<file path="config.mk">
export PLATFORM = sky130hd
export DESIGN_NAME = stream_transpose
export DESIGN_NICKNAME = d
export VERILOG_FILES = /design/src/rtl/stream_transpose_pkg.sv /design/src/rtl/stream_transpose_bank.sv /design/src/rtl/stream_transpose.sv
export SDC_FILE = /design/constraint.sdc
export NUM_CORES = 1
export LEC_CHECK = 0
export CAP_MARGIN = 20
export CORE_ASPECT_RATIO = 0.75
export CORE_MARGIN = 4
export CORE_UTILIZATION = 50
export DETAILED_ROUTE_END_ITERATION = 12
export GPL_TIMING_DRIVEN = 0
export PLACE_DENSITY = 0.77
export SYNTH_ARGS = -nofsm -noshare
export SYNTH_HDL_FRONTEND = slang
export SYNTH_SLANG_ARGS = --single-unit
</file>
<file path="constraint.sdc">
create_clock -name clk -period 6.6 [get_ports clk]
set_input_delay 1.32 -clock clk [delete_from_list [all_inputs] [get_ports clk]]
set_output_delay 1.32 -clock clk [all_outputs]
set_load 0.01 [all_outputs]
</file>
<file path="src/rtl/stream_transpose_pkg.sv">
// Shared definitions for the streaming matrix transposer: bank occupancy
// encoding and counter sizing.
package stream_transpose_pkg;

  typedef enum logic {
    BANK_EMPTY = 1'b0,
    BANK_FULL  = 1'b1
  } bank_state_e;

  // Index width for a counter spanning 0..n-1; never narrower than one bit.
  function automatic int cnt_width(input int n);
    return (n > 1) ? $clog2(n) : 1;
  endfunction

endpackage

</file>
<file path="src/rtl/stream_transpose_bank.sv">
// One M x N matrix bank: a whole row is written per cycle and a whole
// column is read out combinationally.
module transpose_bank
  import stream_transpose_pkg::*;
#(
  parameter int ROWS       = 8,
  parameter int COLS       = 8,
  parameter int DATA_WIDTH = 8,
  parameter int ROW_W      = cnt_width(ROWS),
  parameter int COL_W      = cnt_width(COLS)
) (
  input  logic                       clk,
  input  logic                       we_i,
  input  logic [ROW_W-1:0]           wr_row_i,
  input  logic [COLS*DATA_WIDTH-1:0] wr_data_i,
  input  logic [COL_W-1:0]           rd_col_i,
  output logic [ROWS*DATA_WIDTH-1:0] rd_data_o
);

  logic [COLS*DATA_WIDTH-1:0] mem_q [ROWS];

  // NOTE: storage has no reset; validity is tracked by the bank state in the
  // parent, so clearing the array would only cost reset fan-out.
  always_ff @(posedge clk) begin
    if (we_i) mem_q[wr_row_i] <= wr_data_i;
  end

  always_comb begin
    rd_data_o = '0;
    for (int i = 0; i < ROWS; i++) begin
      rd_data_o[i*DATA_WIDTH +: DATA_WIDTH] = mem_q[i][rd_col_i*DATA_WIDTH +: DATA_WIDTH];
    end
  end

endmodule

</file>
<file path="src/rtl/stream_transpose.sv">
// Ping-pong streaming transposer: rows of an M x N matrix fill one bank
// while columns of the previous matrix drain from the other.
module stream_transpose
  import stream_transpose_pkg::*;
#(
  parameter int INPUT_SIZE_1 = 8,
  parameter int INPUT_SIZE_2 = 8,
  parameter int DATA_WIDTH   = 8
) (
  input  logic                               clk,
  input  logic                               rst_n,
  input  logic                               in_valid,
  output logic                               in_ready,
  input  logic [INPUT_SIZE_2*DATA_WIDTH-1:0] in_row,
  output logic                               out_valid,
  input  logic                               out_ready,
  output logic [INPUT_SIZE_1*DATA_WIDTH-1:0] out_col,
  output logic                               out_last
);

  localparam int OUTPUT_SIZE_1 = INPUT_SIZE_2;
  localparam int OUTPUT_SIZE_2 = INPUT_SIZE_1;
  localparam int OUT_W = OUTPUT_SIZE_2 * DATA_WIDTH;
  localparam int WR_W  = cnt_width(INPUT_SIZE_1);
  localparam int RD_W  = cnt_width(OUTPUT_SIZE_1);
  localparam logic [WR_W-1:0] WR_LAST = WR_W'(INPUT_SIZE_1 - 1);
  localparam logic [RD_W-1:0] RD_LAST = RD_W'(OUTPUT_SIZE_1 - 1);

  bank_state_e     bank_q [2];
  bank_state_e     bank_d [2];
  logic            wr_sel_q, wr_sel_d;
  logic            rd_sel_q, rd_sel_d;
  logic [WR_W-1:0] wr_cnt_q, wr_cnt_d;
  logic [RD_W-1:0] rd_cnt_q, rd_cnt_d;
  logic [OUT_W-1:0] bank_rd [2];
  logic            in_fire, out_fire;

  // Handshake outputs depend on registered bank state only.
  assign in_ready  = (bank_q[wr_sel_q] == BANK_EMPTY);
  assign out_valid = (bank_q[rd_sel_q] == BANK_FULL);
  assign in_fire   = in_valid & in_ready;
  assign out_fire  = out_valid & out_ready;
  assign out_col   = bank_rd[rd_sel_q];
  assign out_last  = out_valid && (rd_cnt_q == RD_LAST);

  // NOTE: every next-state signal takes its held value first so that no
  // path through this block can infer a latch.
  always_comb begin
    bank_d   = bank_q;
    wr_sel_d = wr_sel_q;
    rd_sel_d = rd_sel_q;
    wr_cnt_d = wr_cnt_q;
    rd_cnt_d = rd_cnt_q;
    // Fill and drain always target different banks, so both may land together.
    if (in_fire) begin
      if (wr_cnt_q == WR_LAST) begin
        bank_d[wr_sel_q] = BANK_FULL;
        wr_cnt_d         = '0;
        wr_sel_d         = ~wr_sel_q;
      end else begin
        wr_cnt_d = wr_cnt_q + 1'b1;
      end
    end
    if (out_fire) begin
      if (rd_cnt_q == RD_LAST) begin
        bank_d[rd_sel_q] = BANK_EMPTY;
        rd_cnt_d         = '0;
        rd_sel_d         = ~rd_sel_q;
      end else begin
        rd_cnt_d = rd_cnt_q + 1'b1;
      end
    end
  end

  // NOTE: state registers use non-blocking assignments so every flop samples
  // the pre-edge values regardless of statement order.
  always_ff @(posedge clk or negedge rst_n) begin
    if (!rst_n) begin
      bank_q   <= '{BANK_EMPTY, BANK_EMPTY};
      wr_sel_q <= 1'b0;
      rd_sel_q <= 1'b0;
      wr_cnt_q <= '0;
      rd_cnt_q <= '0;
    end else begin
      bank_q   <= bank_d;
      wr_sel_q <= wr_sel_d;
      rd_sel_q <= rd_sel_d;
      wr_cnt_q <= wr_cnt_d;
      rd_cnt_q <= rd_cnt_d;
    end
  end

  for (genvar b = 0; b < 2; b++) begin : g_bank
    transpose_bank #(
      .ROWS      (INPUT_SIZE_1),
      .COLS      (OUTPUT_SIZE_1),
      .DATA_WIDTH(DATA_WIDTH),
      .ROW_W     (WR_W),
      .COL_W     (RD_W)
    ) u_bank (
      .clk      (clk),
      .we_i     (in_fire && (wr_sel_q == 1'(b))),
      .wr_row_i (wr_cnt_q),
      .wr_data_i(in_row),
      .rd_col_i (rd_cnt_q),
      .rd_data_o(bank_rd[b])
    );
  end

endmodule

</file>
Word-level counts from Yosys, hierarchy flattened:

Memory sizes are Yosys's and may differ from the RTL's.
Cells that the tools add are included.

* add/sub/neg operators: 2
* $mul: 0
* divide/modulo/power cells: 0
* magnitude comparators: 4
* eq/ne operators: 2
* shift operators: 16
* mux-type cells: 23
* bitwise operators: 10
* reduce and logical (&&, ||, !) cells: 7

Operator list (count)
* $shiftx A64 B7 Y8: 16
* $mux W64: 3
* $mux W1: 12
* $mux W2: 4
* $add A3 B1 Y3 const B: 2
* $eq A3 B3 Y1 const B: 2
* $mux W3: 2
* $logic_and A1 B1 Y1: 5
* $ge A2 B2 Y1 const B: 2
* $lt A2 B1 Y1 const B: 2
* $not A1 Y2: 2
* $reduce_and A2 Y1: 2
* $not A1 Y1: 3
* $and A1 B1 Y1: 2
* $and A2 B2 Y2: 1
* $demux W1 S1: 2
* $not A2 Y2: 1
* $or A2 B2 Y2: 1

* bits in registers: 10
* latch bits: 0
* RAM bits: 1024
* bits in read-only memories: 0
* input bits: 68
* output and inout port bits: 67
* memories: 2

Memories
* g_bank[0].u_bank.mem_q: words 8, width 64, read ports 8, clocked after memory_dff 0, write ports 1, line stream_transpose_bank.sv:20 `logic [COLS*DATA_WIDTH-1:0] mem_q [ROWS];`
* g_bank[1].u_bank.mem_q: words 8, width 64, read ports 8, clocked after memory_dff 0, write ports 1, line stream_transpose_bank.sv:20

Longest topological paths before layout:

Gate-level depths: netlist of the first run.

* depth after elaboration: 11
* depth in mapped cells: 6
* depth with buffers taken out: 5

By module:

A second synthesis of the first run with hierarchy kept.

* cell total of the unflattened synthesis: 1616
* area, all modules: 39800.7 µm²

By module, submodules not included
* transpose_bank: times used 2, cells each 752, area each 19266.0 µm²
* stream_transpose: times used 1, cells each 112, area each 1268.7 µm²

Least setup slack after synthesis of the first run:

OpenSTA, ideal clock, no wires.

* kind: in2reg
* from: input in_valid
* to: memory g_bank[1].u_bank.mem_q[0][0] (netlist name), enable pin
* library setup time: 0.564 ns
* data arrival time: 5.853 ns
* setup slack: 0.182 ns
* stages: 2
* cell sequence: nand4bb_1 > nor3_1

* word-level cells in the longest chain between the ends: 4

RTL lines
* from (decl): line stream_transpose.sv:12 `input logic in_valid,`
* $and A1 B1 Y1: line stream_transpose.sv:41 `assign in_fire = in_valid & in_ready;`
* $logic_and A1 B1 Y1: line stream_transpose.sv:102 `.we_i (in_fire && (wr_sel_q == 1'(b))),`
* $mux W1: line stream_transpose_bank.sv:25 `if (we_i) mem_q[wr_row_i] <= wr_data_i;`
* $mux W1 (not written as such): line stream_transpose_bank.sv:25
* to (decl): line stream_transpose_bank.sv:20

Every way passes these cells.

Worst setup path in the final report of the first run:

* from: register rd_cnt_q[0]
* to: output out_col[46]

* word-level cells in the longest chain between the ends: 4
* elaborated cells between the ends (all ways): 5
* classes of those cells: shift: 2; mux: 3

RTL lines
* from (decl): line stream_transpose.sv:34 `logic [RD_W-1:0] rd_cnt_q, rd_cnt_d;`
* from (signal assigned): line stream_transpose.sv:89 `rd_cnt_q <= rd_cnt_d;`
* $shiftx A64 B7 Y8: line stream_transpose_bank.sv:31 `rd_data_o[i*DATA_WIDTH +: DATA_WIDTH] = mem_q[i][rd_col_i*DATA_WIDTH +: DATA_WIDTH];`
* $mux W64 (not written as such) * (3 in series): line stream_transpose.sv:43 `assign out_col = bank_rd[rd_sel_q];`
* to (decl): line stream_transpose.sv:17 `output logic [INPUT_SIZE_1*DATA_WIDTH-1:0] out_col,`

Mark *: on every way between the ends. The rest lies on a longest branch, timed or not. The select of a mux whose other input is x is not followed.

==> results of run 1 <==
==> stage by stage <==
step                cells  power (mW)  setup TNS [ps]
floorplan            1624       11.39               0
global placement     2793       14.31        -1346010
detailed placement   2840       14.50               0
CTS                  2999       19.67               0
global route         3001       20.30               0
finish               3001       19.70               0
==> Yosys cell counts <==
cell,count,share of area
mux2_1,3,0.00087
edfxtp_1,1024,0.79
a31oi_1,1,0.00016
nand3_1,2,0.00026
o22a_1,1,0.00023
a21oi_1,1,0.00013
buf_4,7,0.0014
mux4_2,256,0.15
mux2_4,1,0.00039
and3_1,1,0.00016
nand2_1,68,0.0066
buf_2,27,0.0035
a22oi_1,128,0.025
clkbuf_1,31,0.0030
buf_6,16,0.0046
nor2b_1,2,0.00032
nor3_1,4,0.00052
dfrtp_1,10,0.0064
nand4b_1,1,0.00023
and2_1,2,0.00032
buf_1,6,0.00058
nand2b_1,2,0.00032
nand4bb_1,1,0.00029
ha_1,4,0.0013
o31ai_1,1,0.00019
nand3b_1,1,0.00019
mux2i_1,2,0.00052
nor2_1,17,0.0016
mux2_2,3,0.00087
o21ai_0,1,0.00013
==> final cells by class <==
| type | count | area, µm² | area share |
|---|---|---|---|
| clock buffers | 111 | 2372 | 0.05249 |
| flip-flops and latches | 1034 | 31000 | 0.6859 |
| repair buffers | 183 | 2128 | 0.04709 |
| well taps | 1035 | 1295 | 0.02865 |
| clock inverters | 48 | 450.4 | 0.009967 |
| multi-input cells | 503 | 7442 | 0.1647 |
| plain buffers | 87 | 506.7 | 0.01121 |
==> kinds of logic (layout without fill, tap and decap cells) <==
logic type	Yosys count	in the layout
compound gates	133	133
buf+inv	87	429
mux	265	265
flops	1034	1034
fa+ha+maj	4	4
simple gates	101	101
==> power breakdown <==
part	switching [mW]	internal [mW]	leakage (nW)
logic	3.98	2.79	3.42
clock network	2.30	2.87	1.37
registers	0.131	7.63	9.34
==> worst paths after layout <==
check	end	slack (ps)	cells after the start	from
hold reg to reg	wr_sel_q	590	1	bank_q[1]
hold / removal	wr_sel_q	590	1	bank_q[1]
setup reg to reg	g_bank[1].u_bank.mem_q[0][45]	3580	6	wr_sel_q
setup / recovery	out_col[46]	1260	7	rd_cnt_q[0]
max in group asynchronous	wr_cnt_q[0]	5220	1	rst_n
min in group asynchronous	wr_sel_q	1010	1	rst_n
==> routing by layer <==
| layer | vias to the layer above | routed length, µm | share of wire |
|---|---|---|---|
| met5 | - | 0 | 0 |
| met4 | 0 | 4701 | 0.046 |
| met3 | 252 | 15710 | 0.15 |
| met2 | 1663 | 46890 | 0.45 |
| met1 | 10160 | 35960 | 0.35 |
| li1 | 7551 | - | - |
==> layout by cell type, fill, tap and decap left out, types with 3 or more instances in the layout <==
| cell type | Yosys | final |
|---|---|---|
| edfxtp_1 | 1024 | 1024 |
| mux4_2 | 256 | 256 |
| clkdlybuf4s50_1 | 0 | 134 |
| a22oi_1 | 128 | 128 |
| clkbuf_16 | 0 | 91 |
| nand2_1 | 68 | 68 |
| clkbuf_1 | 31 | 49 |
| buf_6 | 16 | 37 |
| buf_2 | 27 | 27 |
| buf_12 | 0 | 19 |
| clkinv_1 | 0 | 16 |
| clkinv_2 | 0 | 14 |
| nor2_4 | 0 | 12 |
| dfrtp_1 | 10 | 10 |
| buf_4 | 7 | 9 |
| bufinv_16 | 0 | 8 |
| buf_1 | 6 | 6 |
| clkinvlp_4 | 0 | 6 |
| nor2_1 | 17 | 5 |
| nor3_2 | 0 | 4 |
| ha_1 | 4 | 4 |
| buf_16 | 0 | 4 |
| mux2_2 | 3 | 3 |
| mux2_1 | 3 | 3 |
| inv_6 | 0 | 3 |
| buf_8 | 0 | 3 |
==> flip-flops by register name (all words and copies together) (netlist names) <==
signal,cells
g_bank.u_bank.mem_q,1024
rd_cnt_q,3
wr_sel_q,1
rd_sel_q,1
wr_cnt_q,3
bank_q,2
==> flow_summary.ini, run 1 <==
[global_route]
met1_usage = 0.3474
met2_usage = 0.3785
use_met3 = 0.08903
antenna_found_initial = 3
grt-ovfl-total = 0
grt_pass1_wl_um = 147200
grt_start_max_net_pins = 34
grt_use_total = 0.2541
top_usage_layer = met2
grt_pass1_vias = 20180

[floorplan]
start_util = 0.5046
core-area_um2 = 76960
die_h_um = 249.4
die_w_um = 329.8
io_pins = 135
rows = 88
dieArea_um2 = 82250

[clock_network]
cts_buffers = 89
cts_tree = done
cts.path.max_buffers = 3
postCtsSetupBuffers = 0
ctsResizeCount = 0
clockRootBuffer = clkbuf_16
htreeDepth = 3
cts_sinks = 1034
ctsHoldBuffers = 0
clk_pin_slew_worst_paths_ps = 70
clock_latency_ps = 660

[synthesis]
syn_area_per_cell_um2 = 23.92
ys_seq_area_frac = 0.7982
synth.distinct_cells = 30
postSynthCellCount = 1624
synthSimpleGateAreaFrac = 0.01082
synth-xor-area-share = 0
synth.area.mux_share = 0.1511
synth_nets = 1696
syn_area_um2 = 38840
synth_top_family_by_area = multiplexers
synth_compound_area_frac = 0.02558
ys_ff_latch = 1034
ys_warn_count = 0
synth-adder-area-share = 0.001289

[outcome]
outcome = complete, no violations

[timing]
fin_crit_ps = 5339
hold_ws_ps = 593.2
hold_viol_final = 0
fin_crit_sh = 0.8090
rsz0062_at_grt = no
final-setup-viol-count = 0
worst_pin_slew_ps = 1141
max_slew_margin = 0.2396
max_freq_ghz = 0.1873
skew_ps = 25.13
slew_viol_final = 0
setup_ws_ps = 1261

[power_and_ir_drop]
vdd_drop_max_mv = 0.3589
pwr_density_cell_nw_per_um2 = 435.9
p_leak_nw = 14.13

[critical_path]
worst-path-buf-inv = 4
required_ps = 5280
arrival_ps = 4020
cp-end-kind = primary output
critPathMaxFanout = 10
slowest_stage = buf_1
path_delay_family = buffers and inverters
crit_chain = buf_2, buf_2, buf_1, mux4_2, a22oi_1, nand2_1, clkdlybuf4s50_1
setup.worst_path.start_class = register
worst_path_largest_cell_delay_ps = 710
critPathKind = register to primary output
crit_top_cell = buf_2

[detailed_routing]
routed_wl_um = 103300
dr_total_vias = 19630
antenna_left = 0
drtIter0Drc = 3547
drc = 0
vias_per_cell = 6.541
wl_per_cell_um = 34.41
first_pass_iters = 5

[finish]
drive_gt1_frac = 0.2543
fin_util = 0.5872
fin_nets = 1970
final_area_um2 = 45190
diodes = 0
layout-area-overhead-vs-synth_pct = 16.37
fill_cells = 5180

[run]
drv_cap = 0

[placed_design]
placed_cell_area_um2 = 42350
hpwl_um = 65300
port_buffers = 134
place_ws_ps = 1946
place_congestion = 0.8155

[hold_path]
hold_path.class = register to register
Power figures use the tool's default switching activity.
==> run 2, diff against run 1 <==
PLACE_DENSITY = 0.8   (was 0.77)
clock period = 4.8 ns   (was 6.6 ns; I/O delays follow)
==> run 2 against run 1 <==
  * The flow now finishes with violations (setup timing)
  * Clock power is 39% higher
  * Sequential cell count stayed put
  * Via count is 0.57% higher
==> flow_summary.ini, run 2 (same netlist as run 1, synthesis figures left out) <==
[clock_network]
clock_latency_ps = 670
cts_tree = done
cts.path.max_buffers = 3
clk_pin_slew_worst_paths_ps = 70
clockRootBuffer = clkbuf_16
ctsHoldBuffers = 0
cts_buffers = 87
cts_sinks = 1034
htreeDepth = 3

[floorplan]
start_util = 0.5046
die_w_um = 329.8
dieArea_um2 = 82250
io_pins = 135
rows = 88
core-area_um2 = 76960
die_h_um = 249.4

[critical_path]
critPathMaxFanout = 10
required_ps = 3840
arrival_ps = 3850
worst-path-buf-inv = 3
critPathKind = register to primary output
cp-end-kind = primary output
crit_chain = and2_1, buf_1, clkbuf_1, a22oi_1, nand2_1, clkdlybuf4s50_1
setup.worst_path.start_class = register
worst_path_largest_cell_delay_ps = 850
path_delay_family = buffers and inverters
slowest_stage = clkbuf_1

[placed_design]
hpwl_um = 64710
dp.cells = 2829
place_congestion = 0.8500
placed_cell_area_um2 = 42400
port_buffers = 134

[outcome]
violations = setup timing
outcome = finished, violations left

[detailed_routing]
routed_wl_um = 103200
vias_per_cell = 6.602
dr_total_vias = 19740
drtIter0Drc = 3581
first_pass_iters = 5
drc = 0
wl_per_cell_um = 34.52
antenna_left = 0

[global_route]
grt_use_total = 0.2525
grt_pass1_vias = 20050
grt_start_max_net_pins = 34
grt_pass1_wl_um = 145700
grt-ovfl-total = 0
antenna_found_initial = 0

[finish]
final_cells = 2990
layout_commonest_cell = edfxtp_1
diodes = 0
final_cell_mix = edfxtp_1 (1024), mux4_2 (256), clkdlybuf4s50_1 (134), a22oi_1 (128), clkbuf_16 (90)
largest_reg_flops = 1024
reg_top3 = g_bank.u_bank.mem_q x1024, rd_cnt_q x3, wr_cnt_q x3
largest-register = g_bank.u_bank.mem_q
fill_cells = 5148
final_area_um2 = 45290
drive_gt1_frac = 0.2527
fin_nets = 1955
layout-area-overhead-vs-synth_pct = 16.60

[power_and_ir_drop]
vdd_drop_max_mv = 0.5230
pwr_density_cell_nw_per_um2 = 599.0
totalPowerFinal_mw = 27.12
p_leak_nw = 14.16

[timing]
tns_ps = -14.20
hold_ws_ps = 613.6
skew_ps = 22.35
hold_viol_final = 0
setup_ws_ps = -14.20
slew_viol_final = 0
rsz0062_at_grt = yes
max_slew_margin = 0.2624
max_freq_ghz = 0.2077
worst_pin_slew_ps = 1106
fin_crit_ps = 4814
final-setup-viol-count = 1
fin_crit_sh = 1.003

[hold_path]
hold_path.class = register to register

[run]
drv_cap = 0
[run 2: power breakdown]
part | total [mW] | internal, mW | switching (mW)
combinational | 9.23 | 3.85 | 5.39
clock | 7.21 | 4.04 | 3.17
sequential | 10.7 | 10.5 | 0.186
total | 27.1 | 18.4 | 8.75
[run 2: final cells by class]
cell class | count | area (µm²) | area share
plain buffers | 87 | 531.8 | 0.01174
flip-flops and latches | 1034 | 31000 | 0.6845
well taps | 1035 | 1295 | 0.02860
multi-input cells | 503 | 7470 | 0.1649
repair buffers | 170 | 2127 | 0.04697
clock buffers | 109 | 2323 | 0.05131
clock inverters | 52 | 540.5 | 0.01194
[run 2: worst reg2reg max path, cell delays in order, from the launching register on]
cell,delay (ps)
dfrtp_1,380
clkbuf_1,570
nand2b_1,450
nor2_4,930
buf_12,330
[run 2: path summary, 6_finish.rpt]
path | start | end | slack [ps] | depth (start not counted)
setup / recovery | rd_cnt_q[1] | out_col[58] | -10 | 6
hold / removal | bank_q[1] | wr_sel_q | 610 | 1
setup reg to reg | wr_cnt_q[0] | g_bank[0].u_bank.mem_q[3][39] | 1800 | 4
hold reg to reg | bank_q[1] | wr_sel_q | 610 | 1
max in group asynchronous | rst_n | rd_cnt_q[0] | 3820 | 1
min in group asynchronous | rst_n | wr_cnt_q[0] | 640 | 1
[run 2: through the flow]
step / setup WS, ps / util
after floorplan: 462.7 / -
after detailed placement: 696.9 / 0.5509
after global placement: -2398 / 0.5391
after global routing: -25.21 / 0.5884
after CTS: 24.39 / 0.5883
final: -14.20 / 0.5884
[run 2: layer usage]
metal  track usage  routed length (µm)  vias up
li1              -                   -     7537
met2        0.3805               47830     1706
met4       0.08804                4000        0
met3       0.07789               15480      231
met5             0                   0        -
met1        0.3545               35910    10270
[run 2: what timing repair did]
action                                  in CTS  in global routing
buffers inserted                             0                  0
cloned                                       0                  0
gates resized for setup                      5                 12
endpoints found under the setup margin       6                 26
